<file path="src/rtl/spi_cfg_pkg.sv">
// Shared address map and control-bit positions for the SPI configuration register bank.
package spi_cfg_pkg;

    localparam logic [7:0] A_MAC0   = 8'h00;
    localparam logic [7:0] A_IP0    = 8'h06;
    localparam logic [7:0] A_PORT0  = 8'h0A;
    localparam logic [7:0] A_CTRL   = 8'h0C;
    localparam logic [7:0] A_COMMIT = 8'h0D;
    localparam logic [7:0] A_CNT    = 8'h0E;
    localparam logic [7:0] A_ID     = 8'h0F;

    localparam int NUM_SHADOW    = 13;
    localparam int CTRL_EN_BIT   = 0;
    localparam int CTRL_LOCK_BIT = 7;

    function automatic logic isShadowAddr(input logic [7:0] addr);
        return addr < 8'(NUM_SHADOW);
    endfunction

endpackage

</file>
<file path="src/rtl/cfg_byte_bank.sv">
// Shadow/live byte pair: writes land in shadow, commit copies every shadow byte to live at once.
// Byte 0 sits in the most significant byte of the flattened vectors.
module cfg_byte_bank
    import spi_cfg_pkg::*;
#(
    parameter logic [NUM_SHADOW*8-1:0] RESET_VAL = '0
) (
    input  logic                    clk_i,
    input  logic                    rst_i,
    input  logic                    wrEn_i,
    input  logic [3:0]              wrIdx_i,
    input  logic [7:0]              wrData_i,
    input  logic                    commit_i,
    output logic [NUM_SHADOW*8-1:0] shadow_o,
    output logic [NUM_SHADOW*8-1:0] live_o
);

    logic [NUM_SHADOW*8-1:0] shadow_q;
    logic [NUM_SHADOW*8-1:0] shadow_d;
    logic [NUM_SHADOW*8-1:0] live_q;

    always_comb begin
        shadow_d = shadow_q;
        for (int i = 0; i < NUM_SHADOW; i++) begin
            if (wrIdx_i == 4'(i)) begin
                shadow_d[(NUM_SHADOW-1-i)*8 +: 8] = wrData_i;
            end
        end
    end

    // Live samples the old shadow value, so a write on the commit edge misses this commit.
    always_ff @(posedge clk_i or posedge rst_i) begin
        if (rst_i) begin
            shadow_q <= RESET_VAL;
            live_q   <= RESET_VAL;
        end else begin
            if (commit_i) begin
                live_q <= shadow_q;
            end
            if (wrEn_i) begin
                shadow_q <= shadow_d;
            end
        end
    end

    assign shadow_o = shadow_q;
    assign live_o   = live_q;

endmodule

</file>
<file path="src/rtl/spi_cfg_regs.sv">
// Configuration register bank behind the SPI local-bus gate with atomic MAC/IP/port commit.
// Optional feature macro: CFG_LOCK_EN (commit with ctrl bit7 set locks out all further writes).
module spi_cfg_regs
    import spi_cfg_pkg::*;
#(
    parameter logic [47:0] DEFAULT_MAC  = 48'h12555500012d,
    parameter logic [31:0] DEFAULT_IP   = 32'hc0a80005,
    parameter logic [15:0] DEFAULT_PORT = 16'd3000,
    parameter logic [7:0]  ID_BYTE      = 8'hb5
) (
    input  logic        config_clk,
    input  logic        config_rst,
    input  logic        config_w,
    input  logic        config_r,
    input  logic [7:0]  config_a,
    input  logic [7:0]  config_d,
    output logic [7:0]  tx_data,
    output logic [47:0] mac,
    output logic [31:0] ip,
    output logic [15:0] udp_port,
    output logic        enable,
    output logic        cfg_valid,
    output logic        cfg_update
);

    localparam logic [NUM_SHADOW*8-1:0] BANK_RESET = {DEFAULT_MAC, DEFAULT_IP, DEFAULT_PORT, 8'h00};

    logic [NUM_SHADOW*8-1:0] shadowFlat;
    logic [NUM_SHADOW*8-1:0] liveFlat;
    logic [6:0]              ctrlLiveUnused;
    logic                    lock;
    logic                    wrOk;
    logic                    shadowWr;
    logic                    commitReq;
    logic [7:0]              rdByte;

    logic                    commitPend_q;
    logic                    cfgUpdate_q;
    logic                    cfgValid_q;
    logic [7:0]              commitCnt_q;
    logic [7:0]              txData_q;

    assign wrOk      = config_w & ~lock;
    assign shadowWr  = wrOk & isShadowAddr(config_a);
    assign commitReq = wrOk & (config_a == A_COMMIT);

    cfg_byte_bank #(
        .RESET_VAL (BANK_RESET)
    ) u_bank (
        .clk_i    (config_clk),
        .rst_i    (config_rst),
        .wrEn_i   (shadowWr),
        .wrIdx_i  (config_a[3:0]),
        .wrData_i (config_d),
        .commit_i (commitPend_q),
        .shadow_o (shadowFlat),
        .live_o   (liveFlat)
    );

`ifdef CFG_LOCK_EN
    logic lock_q;

    always_ff @(posedge config_clk or posedge config_rst) begin
        if (config_rst) begin
            lock_q <= 1'b0;
        end else if (commitPend_q && shadowFlat[CTRL_LOCK_BIT]) begin
            lock_q <= 1'b1;
        end
    end

    assign lock = lock_q;
`else
    assign lock = 1'b0;
`endif

    // The commit request is registered so live changes exactly one edge after the COMMIT write.
    always_ff @(posedge config_clk or posedge config_rst) begin
        if (config_rst) begin
            commitPend_q <= 1'b0;
            cfgUpdate_q  <= 1'b0;
            cfgValid_q   <= 1'b0;
            commitCnt_q  <= 8'h00;
        end else begin
            commitPend_q <= commitReq;
            cfgUpdate_q  <= commitPend_q;
            if (commitPend_q) begin
                cfgValid_q  <= 1'b1;
                commitCnt_q <= commitCnt_q + 8'h01;
            end
        end
    end

    always_comb begin
        rdByte = 8'h00;
        for (int i = 0; i < NUM_SHADOW; i++) begin
            if (config_a == 8'(i)) begin
                rdByte = shadowFlat[(NUM_SHADOW-1-i)*8 +: 8];
            end
        end
        if (config_a == A_CNT) begin
            rdByte = commitCnt_q;
        end
        if (config_a == A_ID) begin
            rdByte = ID_BYTE;
        end
`ifdef CFG_LOCK_EN
        if (config_a == A_CTRL) begin
            rdByte[CTRL_LOCK_BIT] = lock;
        end
`endif
    end

    always_ff @(posedge config_clk or posedge config_rst) begin
        if (config_rst) begin
            txData_q <= 8'h00;
        end else if (config_r) begin
            txData_q <= rdByte;
        end
    end

    assign ctrlLiveUnused = liveFlat[7:1];

    assign tx_data    = txData_q;
    assign mac        = liveFlat[NUM_SHADOW*8-1 -: 48];
    assign ip         = liveFlat[NUM_SHADOW*8-49 -: 32];
    assign udp_port   = liveFlat[NUM_SHADOW*8-81 -: 16];
    assign enable     = liveFlat[CTRL_EN_BIT];
    assign cfg_valid  = cfgValid_q;
    assign cfg_update = cfgUpdate_q;

endmodule

</file>
<file path="config.mk">
export PLATFORM = sky130hd
export DESIGN_NAME = spi_cfg_regs
export DESIGN_NICKNAME = d
export VERILOG_FILES = /design/src/rtl/spi_cfg_pkg.sv /design/src/rtl/cfg_byte_bank.sv /design/src/rtl/spi_cfg_regs.sv
export SDC_FILE = /design/constraint.sdc
export NUM_CORES = 1
export LEC_CHECK = 0
export BUFFER_PORTS_ARGS = -buffer_cell sky130_fd_sc_hd__buf_2
export CAP_MARGIN = 10
export CELL_PAD_IN_SITES_DETAIL_PLACEMENT = 1
export CELL_PAD_IN_SITES_GLOBAL_PLACEMENT = 1
export CORE_MARGIN = 3
export CORE_UTILIZATION = 40
export CTS_CLUSTER_SIZE = 25
export DETAILED_ROUTE_END_ITERATION = 8
export GPL_ROUTABILITY_DRIVEN = 0
export PLACE_DENSITY_LB_ADDON = 0.12
export SLEW_MARGIN = 10
export SYNTH_ARGS = -nofsm -noshare
export SYNTH_HDL_FRONTEND = slang
export SYNTH_SLANG_ARGS = --single-unit
</file>
<file path="constraint.sdc">
create_clock -name config_clk -period 7.99 [get_ports config_clk]
set_clock_uncertainty 0.1 [all_clocks]
set_input_delay 1.598 -clock config_clk [delete_from_list [all_inputs] [get_ports config_clk]]
set_output_delay 1.598 -clock config_clk [all_outputs]
set_load 0.02 [all_outputs]
</file>
# Yosys cells after proc, flatten, opt, wreduce, memory -nomap -nowiden
# Cells that the tools add are included.
[totals] ff_bits=227 output_inout_bits=107 inputBits=20 word_cells=80
[op_classes] n_addsub=1 n_lt_le_gt_ge=1 n_reduce_logical=15 n_bitwise=2 n_mux=15 n_eq_ne=27
[op_table] cell="2-to-1 mux 8 bit" n=15
[op_table] cell="equality test 8 x 4 -> 1 bit, second input constant" n=8
[op_table] cell="equality test 8 x 3 -> 1 bit, second input constant" n=4
[op_table] cell="AND reduction 2 bit" n=13
[op_table] cell="equality test 4 bit, second input constant" n=5
[op_table] cell="equality test 4 x 3 -> 1 bit, second input constant" n=4
[op_table] cell="equality test 8 x 2 -> 1 bit, second input constant" n=2
[op_table] cell="adder 8 x 1 -> 8 bit, second input constant" n=1
[op_table] cell="equality test 4 x 2 -> 1 bit, second input constant" n=2
[op_table] cell="equality test 8 x 1 -> 1 bit, second input constant" n=1
[op_table] cell="logical NOT 8 bit" n=1
[op_table] cell="< comparator 8 x 4 -> 1 bit, second input constant" n=1
[op_table] cell="equality test 4 x 1 -> 1 bit, second input constant" n=1
[op_table] cell="logical NOT 4 bit" n=1
[op_table] cell="bitwise AND 1 bit" n=2

# Depth between registers and ports, before layout
[depth] word_depth=16 depth_mapped=7 mapped_depth_nobuf=5

# Cells and area by module
# A second synthesis with hierarchy kept.
[hier_totals] cells_unflattened=696 hier_area_um2=9928.3
[by_module_without_submodules] mod="cfg_byte_bank" seq_area_each_um2=5277.6 area_each_um2=7867.5 instances=1 cells_each=461
[by_module_without_submodules] mod="spi_cfg_regs" seq_area_each_um2=475.5 area_each_um2=2060.7 instances=1 cells_each=235

# Worst setup path after synthesis
# No wires, ideal clock.
[synth_path] path_kind="input to register" start="input port config_a[4]" end="register u_bank.shadow_q[72] (netlist: u_bank.shadow_o[72])" n_path_buf=0 t_required_ns=7.765 cell_stages=5 arrival_time_ns=3.113 setup_slack_ns=4.652 setup_ns=0.125 cell_sequence="or4_4 -> nor2_4 -> nand3_4 -> nor2_2 -> mux2_2"
[synth_between] elab_chain_len=3
[synth_rtl] element="start: declaration" line_no="spi_cfg_regs.sv:15" source="input logic [7:0] config_a,"
[synth_rtl] element="< comparator 8 x 4 -> 1 bit" line_no="spi_cfg_pkg.sv:17" source="return addr < 8'(NUM_SHADOW);"
[synth_rtl] element="bitwise AND 1 bit" line_no="spi_cfg_regs.sv:44" source="assign shadowWr = wrOk & isShadowAddr(config_a);"
[synth_rtl] element="AND reduction 2 bit (no source line)"
[synth_rtl] element="end signal: assignment" line_no="cfg_byte_bank.sv:41" source="shadow_q <= shadow_d;"
[synth_rtl] element="end: declaration" line_no="cfg_byte_bank.sv:18" source="logic [NUM_SHADOW*8-1:0] shadow_q;"
# No other way between the ends.
# A chain may end at the register's enable or synchronous reset.

# Worst setup path after layout
[layout_path] start="input port config_a[1]" end="register u_bank.shadow_q[52] (netlist: u_bank.shadow_o[52])"
[layout_between] elab_chain_len=3 elab_cells_between_ends=4 cone_classes="1 x order compare; 1 x eq/ne; 1 x bitwise; 1 x reduce/logical"
[layout_rtl] element="< comparator 8 x 4 -> 1 bit" line_no="spi_cfg_pkg.sv:17"
[layout_rtl] element="bitwise AND 1 bit" line_no="spi_cfg_regs.sv:44"
[layout_rtl] element="AND reduction 2 bit (no source line) (*)"
# Mark *: on every way between the ends. The rest lies on a longest branch, timed or not.

==> flow_metrics.tcl <==
set metrics [dict create \
    hp-class "register to register" \
    cts.clk_slew.worst_paths_ns 0.06 \
    run_status "finished clean" \
    cts_inserted_buffers 24 \
    routed_wl_um 26200 \
    p_sw_share_pct 22.5 \
    max-clock-path-buffers 3 \
    antenna_found_initial 0 \
    worst_hold_path.endpoint "cfg_valid" \
    fillCellCount 2418 \
    drt_drc_violations_left 0 \
    synth_enable_flop_cells 0 \
    async_reset_ff_share_pct 100 \
    worstRegToRegCells 5 \
    layout-drive-gt1-share_pct 55.5 \
    relSlewSlack_pct 30.3 \
    tritoncts "done" \
    rr_startpoint "commitPend_q" \
    detailroute.via_count 6208 \
    root_cell_of_the_clock_tree "sky130_fd_sc_hd__clkbuf_16" \
    via_count_of_the_first_global_routing_pass 6818 \
    antenna_cells_inserted 0 \
    rsz0062_at_grt "no" \
    maxClockFrequency_mhz 275 \
    hold-path-cell-count 1 \
    power_per_cell_area_nw_per_um2 220 \
    total_switching_power_mw 0.562 \
    ys_top_cells_by_area "sky130_fd_sc_hd__dfrtp_1, sky130_fd_sc_hd__mux2_2, sky130_fd_sc_hd__dfstp_2" \
    hold_violations 0 \
    synthToLayoutAreaGrowth_pct 18.2 \
    number_of_gates_given_a_new_drive_strength_after_cts 0 \
    cp-end-kind "register" \
    yosysTopAreaCell "sky130_fd_sc_hd__dfrtp_1" \
    timing.final.max_slew_violations 0 \
    vertical_die_dimension_um 161 \
    start_util_pct 40.7 \
    die_w_um 161 \
    met3WireLength_um 1550 \
    io_pins 127 \
    top_layer "met4" \
    max_slew.worst_pin.slew_ns 1.05 \
    synth_fp_nets 705 \
    post-route-min-period_ns 3.64 \
    setup.worst_path.class "input port to register" \
    crit_arrival_ns 3.93 \
    globalRoute.totalOverflow 0 \
    route.met2.wl_um 12700 \
    dp_hpwl_um 17900 \
    setup.reg_to_reg.worst_slack_ns 5.41 \
    final.setup.worst_slack_ns 4.35 \
    combPwrFrac_pct 5.6 \
    number_of_unique_standard_cell_types_used_by_synthesis 58 \
    routedWlPerCell_um 23.1 \
    cp_max_fo 52 \
    grt_first_pass_wirelength_um 41000 \
    post_cts_hold_buffer_count 0 \
    internal_power_mw 1.93 \
    clock_power_share_pct 47.1 \
    fin_setup_tns_ns 0 \
    cts_post_setup_buffers_inserted 0 \
    finalNonFillerCells 1133 \
    drtIter0Drc 387 \
    dpl_worst_slack_ns 3.82 \
    period_share_pct 45.6 \
    global_route.usage.total_pct 20.2 \
    vias_per_cell 5.48 \
    numClockSinks 220 \
    timing.critical_path.from_type "input port" \
    max-cap-violations 0 \
    min-delay-start "cfg_valid" \
    ys_warn_count 0 \
    floorplan.die_area_um2 25900 \
    fp.coreArea_um2 23500 \
    final_net_count 817 \
    cts.htree.levels 1 \
    power.leakage_nw 5.57 \
    grt_start_max_net_pins 147 \
    placement_rows 56 \
    part_of_the_total_power_dissipated_in_sequential_elements_pct 47.3 \
    worst-endpoint-required_ns 8.28 \
    synth.avg_cell_area_um2 14.0 \
    syn-cell-area_um2 9580 \
    count_of_nets_left_with_antenna_violations_after_detail_routing 0 \
    synthCells 684 \
    detail_route.wirelength.met1_um 11300 \
    worst_ir_drop_vdd_v 0.000120 \
    worst_flop_to_flop_path_endpoint "commitCnt_q[7]" \
    postSynthRegisterBits 220 \
    synth_top_flop_cell "sky130_fd_sc_hd__dfrtp_1" \
    synth.yosys.seq_area_share_pct 58.2 \
    drt_pre_antenna_iters 5 \
    final_core_util_pct 48.1 \
    finalSetupViolations 0 \
    yosys.area.top_type_share_pct 42.3 \
    post-place-cells 1089 \
    placement.io_buffers 126 \
    worst_skew_pair.late_latency_ns 0.51 \
    p_total_mw 2.49 \
]
==> state kept, by name, summed over array words and instances (netlist names) <==
name             cells
commitCnt_q          8
u_bank.shadow_o    104
cfg_update           1
u_bank.live_o       97
tx_data              8
cfg_valid            1
commitPend_q         1
==> per-layer routing <==
metal	GRT usage (%)	up-vias
li1	-	2724
met1	27.1	3252
met2	34.0	190
met3	3.84	42
met4	5.32	0
met5	0	-
==> cell usage after synthesis (4+ instances only) <==
master                      instances
sky130_fd_sc_hd__dfstp_2           58
sky130_fd_sc_hd__nor3_1             4
sky130_fd_sc_hd__a21oi_1           16
sky130_fd_sc_hd__and2_1             4
sky130_fd_sc_hd__buf_2              9
sky130_fd_sc_hd__nand2_1           23
sky130_fd_sc_hd__nand3_1           13
sky130_fd_sc_hd__o21a_1             4
sky130_fd_sc_hd__a31oi_1            6
sky130_fd_sc_hd__mux2i_1           21
sky130_fd_sc_hd__xnor2_1            4
sky130_fd_sc_hd__nand4_1            4
sky130_fd_sc_hd__o211ai_1           4
sky130_fd_sc_hd__clkbuf_1          30
sky130_fd_sc_hd__o21ai_0           14
sky130_fd_sc_hd__nand2b_1           5
sky130_fd_sc_hd__dfrtp_1          162
sky130_fd_sc_hd__o2111ai_1          4
sky130_fd_sc_hd__buf_1              4
sky130_fd_sc_hd__mux2_2           204
sky130_fd_sc_hd__nor2b_1            5
sky130_fd_sc_hd__nor2_1            14
sky130_fd_sc_hd__inv_1              8
sky130_fd_sc_hd__mux4_2             6
==> logic make-up (layout without fill, tap and decap cells) <==
| family | count (synthesis) | count (layout) | synth area share, % |
|---|---|---|---|
| simple gates | 91 | 91 | 5.27 |
| xor+xnor | 7 | 7 | 0.640 |
| fa+ha+maj | 1 | 1 | 0.131 |
| flops | 220 | 220 | 58.2 |
| buf+inv | 52 | 182 | 2.19 |
| compound gates | 80 | 80 | 5.75 |
| mux | 233 | 233 | 27.8 |
==> power groups by stage <==
stage / combinational, mW / clock [mW] / sequential, mW
2_1_floorplan: 0.0913 / 0 / 1.19
3_3_place_gp: 0.137 / 0 / 1.20
3_5_place_dp: 0.141 / 0 / 1.20
4_1_cts: 0.142 / 1.21 / 1.18
5_1_grt: 0.153 / 1.26 / 1.18
6_report: 0.140 / 1.17 / 1.18
==> per-stage QoR <==
step | hold slack, ns | area (µm²)
global route | 0.394 | 11300
floorplan | 0.308 | 9580
detailed placement | 0.354 | 10500
finish | 0.363 | 11300
CTS | 0.370 | 11300
global placement | 0.345 | 10500
==> critical path, cell delays in order <==
cell and delay, ns:
sky130_fd_sc_hd__buf_2 0.08, sky130_fd_sc_hd__buf_4 0.57, sky130_fd_sc_hd__inv_1 0.35, sky130_fd_sc_hd__nor2_1 0.41, sky130_fd_sc_hd__nand3_1 0.45, sky130_fd_sc_hd__mux2_2 0.41
==> cells in the final DEF (no fill, tap or decap), drive strengths merged, types with 3 or more instances in the layout <==
| cell type | instances |
|---|---|
| nor2b | 5 |
| a221oi | 3 |
| o21a | 4 |
| o2bb2ai | 3 |
| buf | 130 |
| nand4 | 4 |
| o21ai | 14 |
| inv | 8 |
| dfstp | 58 |
| xor2 | 3 |
| mux2i | 21 |
| a211oi | 3 |
| xnor2 | 4 |
| a21oi | 16 |
| o2111ai | 4 |
| a31oi | 6 |
| dfrtp | 162 |
| nand2b | 5 |
| nor2 | 18 |
| nand3 | 14 |
| clkbuf | 37 |
| nor3 | 6 |
| clkinv | 4 |
| bufinv | 3 |
| nand2 | 25 |
| and2 | 4 |
| o211ai | 4 |
| mux2 | 206 |
| o311ai | 3 |
| and3 | 3 |
| a211o | 3 |
| o22ai | 3 |
| mux4 | 6 |
==> worst max-delay path by stage <==
stage | from | endpoint | slack, ns | cells after the start
final | config_a[1] | u_bank.shadow_o[52] | 4.35 | 6
after global routing | config_a[1] | u_bank.shadow_o[53] | 4.25 | 6
after CTS | config_a[1] | u_bank.shadow_o[52] | 4.37 | 6
after detailed placement | config_a[1] | u_bank.shadow_o[52] | 3.82 | 6
after global placement | config_a[1] | u_bank.shadow_o[53] | 3.84 | 6
after floorplan | config_rst | cfg_update | 0.37 | 1
==> layout make-up <==
cell class / count / area (µm²) / area share (%)
Sequential cell: 220 / 5580 / 49.3
Timing Repair Buffer: 130 / 661 / 5.83
Inverter: 8 / 37.5 / 0.331
Clock buffer: 37 / 741 / 6.54
Clock inverter: 7 / 110 / 0.972
Multi-Input combinational cell: 412 / 3790 / 33.5
Tap cell: 319 / 399 / 3.52
No activity file was read; power rests on OpenSTA's default activity.
